`config.mk`:
```
export PLATFORM = sky130hd
export DESIGN_NAME = axis_serial_loader_flat
export DESIGN_NICKNAME = d
export VERILOG_FILES = /design/src/rtl/axis_serial_loader_if.sv /design/src/rtl/axis_serial_loader.sv /design/src/flat_wrapper.sv
export SDC_FILE = /design/constraint.sdc
export NUM_CORES = 1
export LEC_CHECK = 0
export ABC_AREA = 0
export BUFFER_PORTS_ARGS = -buffer_cell sky130_fd_sc_hd__buf_2
export CAP_MARGIN = 15
export CORE_MARGIN = 3
export CORE_UTILIZATION = 35
export CTS_CLUSTER_DIAMETER = 40
export DETAILED_ROUTE_END_ITERATION = 10
export PLACE_DENSITY_LB_ADDON = 0.05
export SETUP_SLACK_MARGIN = 0.05
export SYNTH_ARGS = -nofsm -noshare
export SYNTH_HDL_FRONTEND = slang
export SYNTH_SLANG_ARGS = --single-unit
```
`constraint.sdc`:
```
create_clock -name aclk -period 2.7 [get_ports aclk]
set_input_delay 0.675 -clock aclk [delete_from_list [all_inputs] [get_ports aclk]]
set_output_delay 0.675 -clock aclk [all_outputs]
set_load 0.005 [all_outputs]
```
`src/rtl/axis_serial_loader_if.sv`:
```
// AXI4-Stream slave channel carrying serial-loader frame words.
interface axis_serial_loader_if #(
  parameter int unsigned AXIS_TDATA_WIDTH = 32
);
  logic [AXIS_TDATA_WIDTH-1:0] tdata;
  logic                        tvalid;
  logic                        tready;

  modport master (output tdata, output tvalid, input tready);
  modport slave  (input tdata, input tvalid, output tready);
endinterface

```
`src/rtl/axis_serial_loader.sv`:
```
// AXI4-Stream word to serial shift-register frame, followed by a latch-load strobe.
// Frame: DATA_WIDTH bit periods, then one load period; every period is 2*HALF_PERIOD aclk cycles.
module axis_serial_loader #(
  parameter int unsigned AXIS_TDATA_WIDTH = 32,
  parameter int unsigned DATA_WIDTH       = 16,
  parameter int unsigned LOAD_WIDTH       = 2,
  parameter int unsigned HALF_PERIOD      = 64,
  parameter bit          MSB_FIRST        = 1'b1
) (
  input  logic                  aclk,
  input  logic                  aresetn,
  axis_serial_loader_if.slave   s_axis,
  output logic                  ser_data,
  output logic                  ser_clk,
  output logic [LOAD_WIDTH-1:0] ser_load,
  output logic                  busy
);

  localparam int unsigned HW = $clog2(HALF_PERIOD);
  localparam int unsigned BW = $clog2(DATA_WIDTH + 1);
  localparam logic [HW-1:0] HALF_LAST = HW'(HALF_PERIOD - 1);
  localparam logic [BW-1:0] BIT_LAST  = BW'(DATA_WIDTH - 1);

  if (DATA_WIDTH < 1 || HALF_PERIOD < 2 || DATA_WIDTH + LOAD_WIDTH > AXIS_TDATA_WIDTH) begin : g_bad_params
    $error("axis_serial_loader: illegal parameter combination");
  end

  typedef enum logic [1:0] {IDLE, SHIFT, LOAD} state_t;

  state_t                state;
  logic [HW-1:0]         hcnt;
  logic [BW-1:0]         bcnt;
  logic                  phase;
  logic [DATA_WIDTH-1:0] sreg;
  logic [LOAD_WIDTH-1:0] mask;
  logic                  tready_q;

  logic                  accept;
  logic                  first_bit;
  logic [DATA_WIDTH-1:0] sreg_next;
  logic                  next_bit;

  assign s_axis.tready = tready_q;
  assign accept        = s_axis.tvalid & tready_q;

  always_comb begin
    first_bit = MSB_FIRST ? s_axis.tdata[DATA_WIDTH-1] : s_axis.tdata[0];
    sreg_next = MSB_FIRST ? (sreg << 1) : (sreg >> 1);
    next_bit  = MSB_FIRST ? sreg_next[DATA_WIDTH-1] : sreg_next[0];
  end

  // phase selects the half of the current period; ser_clk and ser_load are
  // updated on the edge that enters the second half so they stay registered.
  always_ff @(posedge aclk or negedge aresetn) begin
    if (!aresetn) begin
      state    <= IDLE;
      hcnt     <= '0;
      bcnt     <= '0;
      phase    <= 1'b0;
      sreg     <= '0;
      mask     <= '0;
      tready_q <= 1'b0;
      ser_data <= 1'b0;
      ser_clk  <= 1'b0;
      ser_load <= '0;
      busy     <= 1'b0;
    end else begin
      case (state)
        IDLE: begin
          hcnt     <= '0;
          bcnt     <= '0;
          phase    <= 1'b0;
          ser_clk  <= 1'b0;
          ser_load <= '0;
          if (accept) begin
            sreg     <= s_axis.tdata[DATA_WIDTH-1:0];
            mask     <= s_axis.tdata[DATA_WIDTH+LOAD_WIDTH-1:DATA_WIDTH];
            ser_data <= first_bit;
            tready_q <= 1'b0;
            busy     <= 1'b1;
            state    <= SHIFT;
          end else begin
            ser_data <= 1'b0;
            tready_q <= 1'b1;
            busy     <= 1'b0;
          end
        end

        SHIFT: begin
          if (hcnt != HALF_LAST) begin
            hcnt <= hcnt + 1'b1;
          end else begin
            hcnt <= '0;
            if (!phase) begin
              phase   <= 1'b1;
              ser_clk <= 1'b1;
            end else begin
              phase   <= 1'b0;
              ser_clk <= 1'b0;
              if (bcnt == BIT_LAST) begin
                bcnt     <= '0;
                ser_data <= 1'b0;
                state    <= LOAD;
              end else begin
                bcnt     <= bcnt + 1'b1;
                sreg     <= sreg_next;
                ser_data <= next_bit;
              end
            end
          end
        end

        LOAD: begin
          if (hcnt != HALF_LAST) begin
            hcnt <= hcnt + 1'b1;
          end else begin
            hcnt <= '0;
            if (!phase) begin
              phase    <= 1'b1;
              ser_load <= mask;
            end else begin
              phase    <= 1'b0;
              ser_load <= '0;
              busy     <= 1'b0;
              tready_q <= 1'b1;
              state    <= IDLE;
            end
          end
        end

        default: state <= IDLE;
      endcase
    end
  end

endmodule
```
`src/flat_wrapper.sv`:
```
// flat-port wrapper written by rule: the top's interface ports become plain ports
module axis_serial_loader_flat 
#(
  parameter int unsigned AXIS_TDATA_WIDTH = 32,
  parameter int unsigned DATA_WIDTH       = 16,
  parameter int unsigned LOAD_WIDTH       = 2,
  parameter int unsigned HALF_PERIOD      = 64,
  parameter bit          MSB_FIRST        = 1'b1
)
  (aclk, aresetn, ser_data, ser_clk, ser_load, busy, s_axis_tdata, s_axis_tvalid, s_axis_tready);
  axis_serial_loader_if #(.AXIS_TDATA_WIDTH(AXIS_TDATA_WIDTH)) s_axis_i ();
  input  logic aclk;
  input  logic aresetn;
  output logic ser_data;
  output logic ser_clk;
  output logic [LOAD_WIDTH-1:0] ser_load;
  output logic busy;
  input wire logic [$bits(s_axis_i.tdata)-1:0] s_axis_tdata;
  input wire logic [$bits(s_axis_i.tvalid)-1:0] s_axis_tvalid;
  output wire logic [$bits(s_axis_i.tready)-1:0] s_axis_tready;
  assign s_axis_i.tdata = s_axis_tdata;
  assign s_axis_i.tvalid = s_axis_tvalid;
  assign s_axis_tready = s_axis_i.tready;
  axis_serial_loader #(.AXIS_TDATA_WIDTH(AXIS_TDATA_WIDTH), .DATA_WIDTH(DATA_WIDTH), .LOAD_WIDTH(LOAD_WIDTH), .HALF_PERIOD(HALF_PERIOD), .MSB_FIRST(MSB_FIRST)) u_core (.aclk(aclk), .aresetn(aresetn), .s_axis(s_axis_i), .ser_data(ser_data), .ser_clk(ser_clk), .ser_load(ser_load), .busy(busy));
endmodule
```
# [Word level (Yosys, flattened, before mapping)]
# Index checks and enable logic that the tools add are counted.
[classes] n_addsub=2 eq_ne=12 muxes=38 bitwise=1 n_reduce_logical=13
[op_table] op="$mux W15" n=4
[op_table] op="$pmux W15 S2" n=1
[op_table] op="$mux W2" n=8
[op_table] op="$mux W5" n=3
[op_table] op="$mux W1" n=12
[op_table] op="$pmux W6 S2" n=1
[op_table] op="$pmux W1 S2" n=5
[op_table] op="$pmux W5 S2" n=1
[op_table] op="$ne A2 B1 Y1 const B" n=4
[op_table] op="$ne A2 B2 Y1 const B" n=4
[op_table] op="$reduce_and A2 Y1" n=4
[op_table] op="$add A6 B1 Y6 const B" n=1
[op_table] op="$mux W6" n=1
[op_table] op="$ne A6 B6 Y1 const B" n=1
[op_table] op="$pmux W2 S3" n=1
[op_table] op="$reduce_and A3 Y1" n=2
[op_table] op="$reduce_and A6 Y1" n=1
[op_table] op="$reduce_bool A2 Y1" n=3
[op_table] op="$add A5 B1 Y5 const B" n=1
[op_table] op="$eq A5 B4 Y1 const B" n=1
[op_table] op="$reduce_and A5 Y1" n=1
[op_table] op="$pmux W2 S2" n=1
[op_table] op="$eq A2 B1 Y1 const B" n=1
[op_table] op="$eq A2 B2 Y1 const B" n=1
[op_table] op="3 further kinds" n=3
[totals] reg_bits=37 inputBits=35 output_inout_bits=6 word_cells=77

# [Longest topological paths before layout]
# Gate-level depths: netlist of the first run.
[logic_depth] word_depth=5 ltp_mapped=8 ltp_nobuf=6

# [Worst setup path after synthesis of the first run]
# OpenSTA, ideal clock, no wires.
[synth_timing] path_kind="register to register" startpoint="reg u_core.state[0]" endpoint="reg u_core.sreg[10]" setup_time_ns=0.125 t_arrival_ns=1.768 required_ns=2.575 path_slack_ns=0.806 path_stages_with_launch=9 path_buffers=2 period_less_slack_ns=1.894 path_cell_list="dfrtp_1 > inv_1 > ha_1 > buf_2 > a21boi_2 > nor4b_4 > nor2_2 > buf_6 > mux2_4"
[synth_between] elab_chain_cells=3 elab_cells_between_ends=9 cone_classes="5 x eq/ne; 1 x mux; 3 x reduce/logical"
[synth_lines] element="from (decl)" line="axis_serial_loader.sv:30" rtl="state_t state;"
[synth_lines] element="from (signal assigned)" line="axis_serial_loader.sv:56" rtl="state <= IDLE;"
[synth_lines] element="from (signal assigned)" line="axis_serial_loader.sv:81" rtl="state <= SHIFT;"
[synth_lines] element="from (signal assigned)" line="axis_serial_loader.sv:103" rtl="state <= LOAD;"
[synth_lines] element="$eq A2 B1 Y1 or $logic_not A2 Y1 (tied branches)" line="axis_serial_loader.sv:68" rtl="case (state)"
[synth_lines] element="$ne A2 B2 Y1 (no source line) (tied with other cells)"
[synth_lines] element="$reduce_and A5 Y1 (no source line)"
[synth_lines] element="to (signal assigned)" line="axis_serial_loader.sv:76" rtl="sreg <= s_axis.tdata[DATA_WIDTH-1:0];"
[synth_lines] element="to (signal assigned)" line="axis_serial_loader.sv:106" rtl="sreg <= sreg_next;"
[synth_lines] element="to (decl)" line="axis_serial_loader.sv:34" rtl="logic [DATA_WIDTH-1:0] sreg;"
# Parallel ways exist; a longest one is shown, timed or not.
# A chain may end at the register's enable or synchronous reset.

# [Worst setup path in the final report of the first run]
[layout_timing] startpoint="reg u_core.state[0]" endpoint="reg u_core.sreg[2]"
# Same word-level chain as after synthesis.

==> results of run 1 <==
[layout make-up]
class	instances	area [um2]	share of cell area [%]
clock buffers	5	68.8	2.90
clock inverters	3	65.1	2.74
inverters	8	30.0	1.27
multi-input cells	128	1040	43.9
flip-flops and latches	37	926	39.0
well taps	72	90.1	3.80
repair buffers	29	153	6.43
[per-stage QoR]
step / power (mW) / util, % / instances
finish: 1.15 / 42.3 / 282
global route: 1.20 / 42.3 / 282
CTS: 1.17 / 42.3 / 282
detailed placement: 0.592 / 39.9 / 274
global placement: 0.591 / 39.9 / 274
floorplan: 0.566 / - / 183
[final timing paths]
kind,startpoint,end,slack [ns],cells after the start
max in group asynchronous,aresetn,u_core.bcnt[2]$_DFFE_PN0P_,1.66,1
hold / removal,aresetn,u_core.ser_load[1]$_DFFE_PN0P_,0.48,1
min in group aclk,u_core.mask[1]$_DFFE_PN0P_,u_core.mask[1]$_DFFE_PN0P_,0.51,1
setup / recovery,u_core.state[0]$_DFFE_PN0P_,u_core.sreg[2]$_DFFE_PN0P_,0.58,7
setup reg to reg,u_core.state[0]$_DFFE_PN0P_,u_core.sreg[2]$_DFFE_PN0P_,0.58,7
hold reg to reg,u_core.mask[1]$_DFFE_PN0P_,u_core.mask[1]$_DFFE_PN0P_,0.51,1
[critical path, stage by stage (launching register included)]
cell	delay (ns)
dfrtp_1	0.43
inv_1	0.10
ha_1	0.36
a21boi_2	0.32
nor4b_4	0.08
nor2_2	0.08
buf_4	0.26
mux2_2	0.36
[cell usage after synthesis (2+ instances only)]
master    instances
a21oi_1           5
a22o_1            4
a31oi_1           2
and2_1            2
buf_2             2
buf_6             3
clkbuf_1          5
dfrtp_1          37
ha_1              6
inv_1             8
mux2_2           21
mux2_4           11
nand2_1          16
nand3_1           6
nand4_1           3
nand4b_1          2
nor2_1            4
nor2b_1           3
nor3_1            3
o211ai_1          2
o21ai_0          13
o22ai_1           3
o311ai_0          2
or2_1             2
or3_1             2
[kinds of logic (layout without fill, tap and decap cells)]
logic type	after synthesis	after routing	share of synthesized area, %
XOR/XNOR	2	2	0.851
buffers and inverters	18	45	4.50
AND/OR/NAND/NOR	49	49	13.6
AO/OA/AOI/OAI	37	37	11.9
adder cells (fa/ha/maj)	6	6	3.65
flip-flops	37	37	45.0
multiplexers	34	34	20.5
[registers in the layout, summed over array words and instances (netlist names), 2 cells and up]
name	cells
u_core.bcnt	5
u_core.hcnt	6
u_core.mask	2
u_core.ser_load	2
u_core.sreg	15
u_core.state	2
[power by group through the flow]
stage | logic [mW] | clock network [mW] | registers, mW
2_1_floorplan | 0.00103 | 0 | 0.565
3_3_place_gp | 0.0266 | 0 | 0.565
3_5_place_dp | 0.0278 | 0 | 0.565
4_1_cts | 0.0278 | 0.589 | 0.554
5_1_grt | 0.0305 | 0.614 | 0.554
6_report | 0.0260 | 0.569 | 0.554
[layout by cell type (no fill, tap or decap), types with 2 or more instances in the layout]
cell type / count
nor2b_1: 3
or2_1: 2
mux2_4: 11
nand4b_1: 2
mux2_2: 21
nand4_1: 3
o311ai_0: 2
o22ai_1: 3
a31oi_1: 2
clkbuf_8: 5
or3_1: 2
o211ai_1: 2
o21ai_0: 13
ha_1: 6
a21oi_1: 5
nand2_1: 16
nand3_1: 6
and2_1: 2
a22o_1: 4
buf_4: 3
nor3_1: 3
buf_2: 26
dfrtp_1: 37
inv_1: 8
bufinv_16: 2
nor2_1: 4
[layer usage]
metal,up-vias,part of all wire [%]
met5,-,0
met2,28,47
met3,5,3.7
li1,704,-
met4,0,1.4
met1,704,48
==> flow_metrics.env, run 1 <==
export IMPL_met1_usage_pct=17.3
export IMPL_clk_pin_slew_ns=0.08
export IMPL_setup_viol=0
export IMPL_avgSynthCellArea_um2=11.3
export IMPL_postCtsSetupRepairBufs=0
export IMPL_ys_types=41
export IMPL_remaining_drc_errors=0
export IMPL_vdd_drop_max_mv=0.221
export IMPL_fin_crit_ns=2.12
export IMPL_clock_path_buffers=2
export IMPL_syn_nets=224
export IMPL_drt_iter0_drc=75
export IMPL_leakage_nw=1.17
export IMPL_seqPwrFrac_pct=48.2
export IMPL_dpl_cell_area_um2=2240
export IMPL_first_pass_iters=4
export IMPL_met3_usage_pct=3.69
export IMPL_async_flop_share_pct=100
export IMPL_combPwrFrac_pct=2.3
export IMPL_cts_hold_buf=0
export IMPL_dp_slack_ns=0.588
export IMPL_avgViaCountPerCell=5.11
export IMPL_fin_ws_ns=0.583
export IMPL_rsz0062_at_grt="false"
export IMPL_final_cell_area_um2=2370
export IMPL_hold_viol=0
export IMPL_end_kind="register"
export IMPL_start_util_pct=36.7
export IMPL_finClkSkew_ns=0.00684
export IMPL_tns_ns=0
export IMPL_tightest_slew_ns=0.859
export IMPL_met2_usage_pct=20.1
export IMPL_p_int_uw=931
export IMPL_vias=1441
export IMPL_critical_path_max_fanout=14
export IMPL_synth_seq_area_share_pct=45.0
export IMPL_p_sw_share_pct=18.9
export IMPL_ios=41
export IMPL_die_area_um2=6840
export IMPL_top_usage_layer="met2"
export IMPL_whs_ns=0.480
export IMPL_drv_slew=0
export IMPL_numCtsBuffers=5
export IMPL_grt_pass1_wl_um=6650
export IMPL_fmax_ghz=0.472
export IMPL_yosysTopAreaCell="dfrtp_1"
export IMPL_h_tree_depth=2
export IMPL_ys_top_cells_by_area="dfrtp_1 (45%), mux2_2 (11%), mux2_4 (8.0%), ha_1 (3.6%), o21ai_0 (3.2%)"
export IMPL_die_width_um=82.7
export IMPL_drive_gt1_share_pct=36.2
export IMPL_maxCapViolations=0
export IMPL_relSlewSlack_pct=42.7
export IMPL_clock_power_share_pct=49.5
export IMPL_cp_start_kind="register"
export IMPL_powerDensity_nw_per_um2=484
export IMPL_synth_edf_count=0
export IMPL_cts_tree="built"
export IMPL_area_growth_pct=15.2
export IMPL_cts_sink_count=37
export IMPL_clockRootBuffer="clkbuf_8"
export IMPL_coreArea_um2=5610
export IMPL_worstSetupPathType="register to register"
export IMPL_io_buffers=26
export IMPL_clock_latency_ns=0.29
export IMPL_rows=27
export IMPL_routedWlPerCell_um=14.4
export IMPL_status="finished, final reports clean"
export IMPL_ys_warn_count=0
export IMPL_yosysTopAreaCellShare_pct=45.0
export IMPL_cts_resized=0
export IMPL_routed_wl_um=4060
export IMPL_grt_pass1_vias=1383
export IMPL_post_dp_hpwl_um=2960
export IMPL_fillers=585
export IMPL_synthesis_area_um2=2060
export IMPL_fin_nets=250
export IMPL_die_height_um=82.7
export IMPL_ys_ff_latch=37
export IMPL_grt_total_usage_pct=13.0
export IMPL_diodes=0
export IMPL_gp_congestion=0.759
export IMPL_syn_inst=183
export IMPL_hold_path_class="input pin to asynchronous set/reset pin"
export IMPL_grt_max_degree=38
export IMPL_cp_required_ns=2.88
export IMPL_switchingPower_uw=217
export IMPL_ant_nets=0
export IMPL_ys_flop_type="dfrtp_1"
export IMPL_timing_final_crit_share_pct=78.4
export IMPL_arrival_ns=2.29
export IMPL_grt_ovfl_total=0
export IMPL_antenna_found_initial=0
(Power assumes the default switching activity.)
==> run 2: changes to the inputs <==
--- a/config.mk
+++ b/config.mk
@@ -5,7 +5,7 @@
 export SDC_FILE = /design/constraint.sdc
 export NUM_CORES = 1
 export LEC_CHECK = 0
-export ABC_AREA = 0
+export ABC_AREA = 1
 export BUFFER_PORTS_ARGS = -buffer_cell sky130_fd_sc_hd__buf_2
 export CAP_MARGIN = 15
 export CORE_MARGIN = 3
==> constraint.sdc (replaced) <==
create_clock -name aclk -period 1.8 [get_ports aclk]
set_input_delay 0.45 -clock aclk [delete_from_list [all_inputs] [get_ports aclk]]
set_output_delay 0.45 -clock aclk [all_outputs]
set_load 0.005 [all_outputs]
==> run 2 against run 1 <==
Against the previous run:
- count of clock-buffer cells in the layout increased by 1
- combinational power grew to 71 times the previous value
- synthesized cell count is 34% higher
- via count up 14%
- wire length rose by 7.5%
- critical path depth is the same
- clock power about the same
- cell count up 24%
- area after synthesis shrank 4.0%
- die area down 3.7%
==> flow_metrics.env, run 2 <==
export IMPL_cp_required_ns=2.01
export IMPL_numCtsBuffers=5
export IMPL_drive_gt1_share_pct=20.4
export IMPL_first_pass_iters=4
export IMPL_yosysMostFrequentCell="nand2_1"
export IMPL_r2r_start="u_core.state[1]$_DFFE_PN0P_"
export IMPL_critical_path_buf_inv_count=3
export IMPL_clock_path_buffers=2
export IMPL_clockRootBuffer="clkbuf_8"
export IMPL_yosysTopAreaCell="dfrtp_1"
export IMPL_gp_congestion=0.754
export IMPL_largest_reg_flops=15
export IMPL_grt_pass1_vias=1666
export IMPL_final_cell_mix="nand2_1 (98), dfrtp_1 (37), buf_2 (26)"
export IMPL_avgSynthCellArea_um2=8.04
export IMPL_grt_total_usage_pct=15.3
export IMPL_worstPathCellList="inv_1, ha_2, inv_2, buf_4, nor2_2, nand3_1, o21ai_1"
export IMPL_setup_viol=0
export IMPL_synthesis_area_um2=1980
export IMPL_cts_sink_count=37
export IMPL_fmax_ghz=0.635
export IMPL_top_register="u_core.sreg"
export IMPL_end_kind="register"
export IMPL_netlist_top_cells_count="nand2_1 (98), dfrtp_1 (37), nand4_1 (18)"
export IMPL_ys_warn_count=0
export IMPL_arrival_ns=1.79
export IMPL_syn_nets=287
export IMPL_finClkSkew_ns=0.00564
export IMPL_cts_hold_buf=0
export IMPL_post_dp_hpwl_um=3030
export IMPL_grt_ovfl_total=0
export IMPL_coreArea_um2=5270
export IMPL_grt_max_degree=20
export IMPL_cp_start_kind="register"
export IMPL_reg2reg_depth=7
export IMPL_io_buffers=26
export IMPL_postCtsSetupRepairBufs=0
export IMPL_synth_edf_count=0
export IMPL_rsz0062_at_grt="false"
export IMPL_remaining_drc_errors=0
export IMPL_ant_nets=0
export IMPL_tns_ns=0
export IMPL_worstSetupPathType="register to register"
export IMPL_drt_iter0_drc=94
export IMPL_r2r_end="u_core.bcnt[3]$_DFFE_PN0P_"
export IMPL_die_width_um=81.2
export IMPL_hold_path_class="input pin to asynchronous set/reset pin"
export IMPL_rows=26
export IMPL_clock_latency_ns=0.29
export IMPL_drv_slew=0
export IMPL_die_height_um=81.2
export IMPL_ios=41
export IMPL_synth_seq_area_share_pct=46.8
export IMPL_reg2reg_slack_ns=0.22
export IMPL_die_area_um2=6590
export IMPL_hold_viol=0
export IMPL_routed_wl_um=4360
export IMPL_p_total_mw=3.74
export IMPL_cts_tree="built"
export IMPL_ys_flop_type="dfrtp_1"
export IMPL_crit_path_max_incr_delay_ns=0.42
export IMPL_routedWlPerCell_um=12.5
export IMPL_tightest_slew_ns=0.465
export IMPL_diodes=0
export IMPL_leakage_nw=1.21
export IMPL_ys_types=29
export IMPL_final_common_cell="nand2_1"
export IMPL_ys_top_cells_by_area="dfrtp_1 (47%), nand2_1 (19%), nand4_1 (5.7%), ha_1 (3.8%), nand3_1 (2.8%)"
export IMPL_area_growth_pct=16.5
export IMPL_cpLargestDelayFamily="flip-flops"
export IMPL_antenna_found_initial=0
export IMPL_largestRegisters="u_core.sreg (15), u_core.hcnt (6), u_core.bcnt (5)"
export IMPL_yosysTopAreaCellShare_pct=46.8
export IMPL_final_cell_count_no_fill=349
export IMPL_fin_crit_ns=1.58
export IMPL_whs_ns=0.105
export IMPL_vias=1644
export IMPL_timing_final_crit_share_pct=87.5
export IMPL_relSlewSlack_pct=69.0
export IMPL_critical_path_max_fanout=16
export IMPL_status="finished, final reports clean"
export IMPL_avgViaCountPerCell=4.71
export IMPL_critPathSlowestCell="dfrtp_1"
export IMPL_powerDensity_nw_per_um2=1620
export IMPL_start_util_pct=37.5
export IMPL_async_flop_share_pct=100
export IMPL_fin_nets=319
export IMPL_syn_inst=246
export IMPL_h_tree_depth=2
export IMPL_clk_pin_slew_ns=0.08
export IMPL_grt_pass1_wl_um=7690
export IMPL_placed_cells=341
export IMPL_ys_ff_latch=37
export IMPL_vdd_drop_max_mv=0.523
export IMPL_maxCapViolations=0
==> run 2: changes by cell type after synthesis, sizes merged, moves of 4 or more <==
cell / previous run / this run
nand2: 16 / 102
mux2: 33 / 2
nand4: 3 / 18
nor2: 5 / 16
inv: 8 / 14
nand3: 7 / 13
a22o: 4 / 0
==> run 2: cells by family (layout without fill, tap and decap cells) <==
kind of cell	count (synthesis)	after routing	share of synthesized area [%]
xor+xnor	4	4	1.77
fa+ha+maj	6	6	3.80
buf+inv	24	57	5.95
compound gates	21	21	5.76
mux	2	2	1.14
flops	37	37	46.8
simple gates	152	152	34.7
==> run 2: through the flow <==
step / setup slack (ns) / util (%) / instance area, um2
5_1_grt: 0.0399 / 43.7 / 2300
2_1_floorplan: 0.335 / - / 1980
3_3_place_gp: 0.122 / 41.9 / 2210
4_1_cts: 0.106 / 43.5 / 2290
6_report: 0.225 / 43.7 / 2300
3_5_place_dp: 0.116 / 41.9 / 2210
==> run 2: final cells by class <==
| type | count | area, um2 |
|---|---|---|
| clock inverter | 2 | 10.0 |
| multi-input combinational | 185 | 943 |
| clock buffer | 6 | 72.6 |
| fill | 552 | 2970 |
| sequential | 37 | 926 |
| tap | 70 | 87.6 |
| inverter | 14 | 52.6 |
| timing repair buffer | 35 | 210 |
==> run 2: worst max path at each step <==
stage / start / endpoint / depth (start not counted)
2_1_floorplan: u_core.state[1]$_DFFE_PN0P_ / u_core.sreg[9]$_DFFE_PN0P_ / 9
3_3_place_gp: u_core.state[1]$_DFFE_PN0P_ / u_core.sreg[3]$_DFFE_PN0P_ / 7
3_5_place_dp: u_core.state[1]$_DFFE_PN0P_ / u_core.sreg[4]$_DFFE_PN0P_ / 7
4_1_cts: u_core.state[1]$_DFFE_PN0P_ / u_core.sreg[14]$_DFFE_PN0P_ / 7
5_1_grt: u_core.state[1]$_DFFE_PN0P_ / u_core.ser_data$_DFFE_PN0P_ / 9
6_report: u_core.state[1]$_DFFE_PN0P_ / u_core.bcnt[3]$_DFFE_PN0P_ / 7
==> run 2: power breakdown <==
| group | total [mW] | internal (mW) | switching [mW] | leakage [nW] |
|---|---|---|---|---|
| logic | 1.85 | 0.686 | 1.16 | 0.686 |
| registers | 1.32 | 1.14 | 0.176 | 0.477 |
| clock network | 0.570 | 0.269 | 0.302 | 0.0450 |
==> run 2: routing by layer <==
layer	part of all wire [%]	vias to the layer above	track usage, %	wire [um]
li1	-	861	-	-
met4	1.7	0	6.08	76
met5	0	-	0	0
met2	44	27	24.8	1930
met3	3.9	6	3.66	168
met1	50	750	19.5	2180
==> run 2: repair_timing <==
action	in CTS	in global routing
resized for setup	0	3
endpoints found under the hold margin	0	0
setup endpoints to repair	0	20
==> run 3: changes to the inputs <==
--- a/config.mk
+++ b/config.mk
@@ -8,6 +8,8 @@
 export ABC_AREA = 1
 export BUFFER_PORTS_ARGS = -buffer_cell sky130_fd_sc_hd__buf_2
 export CAP_MARGIN = 15
+export CELL_PAD_IN_SITES_DETAIL_PLACEMENT = 1
+export CELL_PAD_IN_SITES_GLOBAL_PLACEMENT = 1
 export CORE_MARGIN = 3
 export CORE_UTILIZATION = 35
 export CTS_CLUSTER_DIAMETER = 40
==> run 3 against run 2 <==
Against the previous run:
- sequential share of layout area is 0.24 points higher
- fmax is 2.1% higher
- register-to-register slack better by 0.03 ns
- combinational power hardly changed
- critical path depth is 1 higher
- wire length is 4.3% higher
- cell count is 0.86% lower
- final area is 0.60% lower
- clock power is 5.4% lower
- first-iteration DRC count is 61% lower
- critical endpoint is now u_core.sreg[14]$_DFFE_PN0P_
==> flow_metrics.env, run 3 (synthesis results as in run 2) <==
export IMPL_largestRegisters="u_core.sreg (15), u_core.hcnt (6), u_core.bcnt (5)"
export IMPL_final_cell_mix="nand2_1 (98), dfrtp_1 (37), buf_2 (26)"
export IMPL_critical_path_buf_inv_count=3
export IMPL_relSlewSlack_pct=71.2
export IMPL_cts_hold_buf=0
export IMPL_cpMostUsedCell="inv_1"
export IMPL_routedWlPerCell_um=13.1
export IMPL_seqPwrFrac_pct=35.5
export IMPL_antenna_found_initial=0
export IMPL_worstPathCellList="inv_1, ha_2, inv_1, nor2_2, nor2_4, buf_4, nand4_1, nand2_1"
export IMPL_timing_final_crit_share_pct=85.7
export IMPL_die_height_um=81.2
export IMPL_p_sw_share_pct=44.2
export IMPL_end_kind="register"
export IMPL_drive_gt1_share_pct=20.3
export IMPL_grt_max_degree=22
export IMPL_drt_iter0_drc=37
export IMPL_clk_pin_slew_ns=0.07
export IMPL_rsz0062_at_grt="false"
export IMPL_reg2reg_slack_ns=0.26
export IMPL_postCtsSetupRepairBufs=0
export IMPL_fin_crit_ns=1.54
export IMPL_ant_nets=0
export IMPL_critical_path_max_fanout=15
export IMPL_placed_cells=340
export IMPL_vias=1665
export IMPL_cts_tree="built"
export IMPL_worstSetupPathType="register to register"
export IMPL_tightest_slew_ns=0.432
export IMPL_status="finished, final reports clean"
export IMPL_io_buffers=26
export IMPL_h_tree_depth=2
export IMPL_setup_viol=0
export IMPL_cpLargestDelayFamily="flip-flops"
export IMPL_maxCapViolations=0
export IMPL_cp_start_kind="register"
export IMPL_die_area_um2=6590
export IMPL_combPwrFrac_pct=50.0
export IMPL_switchingPower_mw=1.64
export IMPL_rows=26
export IMPL_crit_path_max_incr_delay_ns=0.42
export IMPL_fillers=683
export IMPL_p_int_mw=2.08
export IMPL_seq_area_um2=926
export IMPL_top_register="u_core.sreg"
export IMPL_gp_congestion=0.702
export IMPL_drv_slew=0
export IMPL_cp_required_ns=1.98
export IMPL_critPathSlowestCell="dfrtp_1"
export IMPL_avgViaCountPerCell=4.81
export IMPL_cts_sink_count=37
export IMPL_clock_power_share_pct=14.5
export IMPL_largest_reg_flops=15
export IMPL_post_dp_hpwl_um=3320
export IMPL_numCtsBuffers=5
export IMPL_clock_path_buffers=2
export IMPL_finClkSkew_ns=0.00727
export IMPL_powerDensity_nw_per_um2=1620
export IMPL_ios=41
export IMPL_first_pass_iters=4
export IMPL_arrival_ns=1.72
export IMPL_diodes=0
export IMPL_leakage_nw=1.20
export IMPL_area_growth_pct=15.8
export IMPL_postLayoutCoreUtil_pct=43.4
export IMPL_final_cell_count_no_fill=346
export IMPL_hold_path_class="input pin to asynchronous set/reset pin"
export IMPL_tns_ns=0
export IMPL_grt_pass1_wl_um=7990
export IMPL_coreArea_um2=5270
export IMPL_grt_pass1_vias=1714
export IMPL_hold_viol=0
export IMPL_fin_nets=318
export IMPL_vdd_drop_max_mv=0.566
export IMPL_routed_wl_um=4550
export IMPL_multi_input_area_um2=946
export IMPL_grt_total_usage_pct=15.8
export IMPL_cts_resized=0
export IMPL_clockRootBuffer="clkbuf_8"
export IMPL_fmax_ghz=0.648
export IMPL_die_width_um=81.2
export IMPL_grt_ovfl_total=0
export IMPL_remaining_drc_errors=0
export IMPL_start_util_pct=37.5
export IMPL_final_common_cell="nand2_1"
export IMPL_clock_latency_ns=0.29
==> run 3: worst register-to-register path, stage by stage (launching register included) <==
cell     delay [ns]
dfrtp_1        0.42
inv_1          0.10
ha_2           0.22
inv_1          0.11
nor2_2         0.18
nor2_4         0.07
buf_4          0.19
nand4_1        0.10
nand2_1        0.06
==> run 3: layer usage <==
metal | wire length (um) | GRT usage (%)
met1 | 2320 | 21.8
met2 | 2000 | 24.5
met3 | 170 | 3.77
met4 | 54 | 5.07
met5 | 0 | 0
==> run 3: path summary, 6_finish.rpt <==
check | startpoint | cells past startpoint | end
setup reg to reg | u_core.state[0]$_DFFE_PN0P_ | 8 | u_core.sreg[14]$_DFFE_PN0P_
setup / recovery | u_core.state[0]$_DFFE_PN0P_ | 8 | u_core.sreg[14]$_DFFE_PN0P_
hold / removal | aresetn | 1 | u_core.sreg[2]$_DFFE_PN0P_
hold reg to reg | u_core.sreg[10]$_DFFE_PN0P_ | 2 | u_core.sreg[10]$_DFFE_PN0P_
min in group aclk | s_axis_tdata[17] | 2 | u_core.mask[1]$_DFFE_PN0P_
max in group asynchronous | aresetn | 2 | u_core.hcnt[0]$_DFFE_PN0P_
==> run 3: final cells by class <==
class | count | area share, %
Clock buffer | 5 | 3.01
Clock inverter | 1 | 0.219
Inverter | 14 | 2.30
Multi-Input combinational cell | 185 | 41.3
Sequential cell | 37 | 40.5
Tap cell | 70 | 3.83
Timing Repair Buffer | 34 | 8.86
==> run 3: per-stage QoR <==
| stage | power [mW] | setup slack [ns] | instance area (um2) | hold WS (ns) |
|---|---|---|---|---|
| floorplan | 2.70 | 0.335 | 1980 | 0.154 |
| global placement | 3.17 | 0.157 | 2200 | 0.419 |
| detailed placement | 3.20 | 0.144 | 2200 | 0.414 |
| CTS | 3.76 | 0.126 | 2280 | 0.0933 |
| global route | 4.13 | 0.0593 | 2290 | 0.107 |
| finish | 3.72 | 0.257 | 2290 | 0.0933 |
==> run 3: power groups by stage <==
| stage | sequential, mW | combinational [mW] | clock (mW) |
|---|---|---|---|
| after floorplan | 1.30 | 1.40 | 0 |
| after global placement | 1.32 | 1.84 | 0 |
| after detailed placement | 1.33 | 1.86 | 0 |
| after CTS | 1.32 | 1.87 | 0.573 |
| after global routing | 1.36 | 2.17 | 0.597 |
| final | 1.32 | 1.86 | 0.539 |
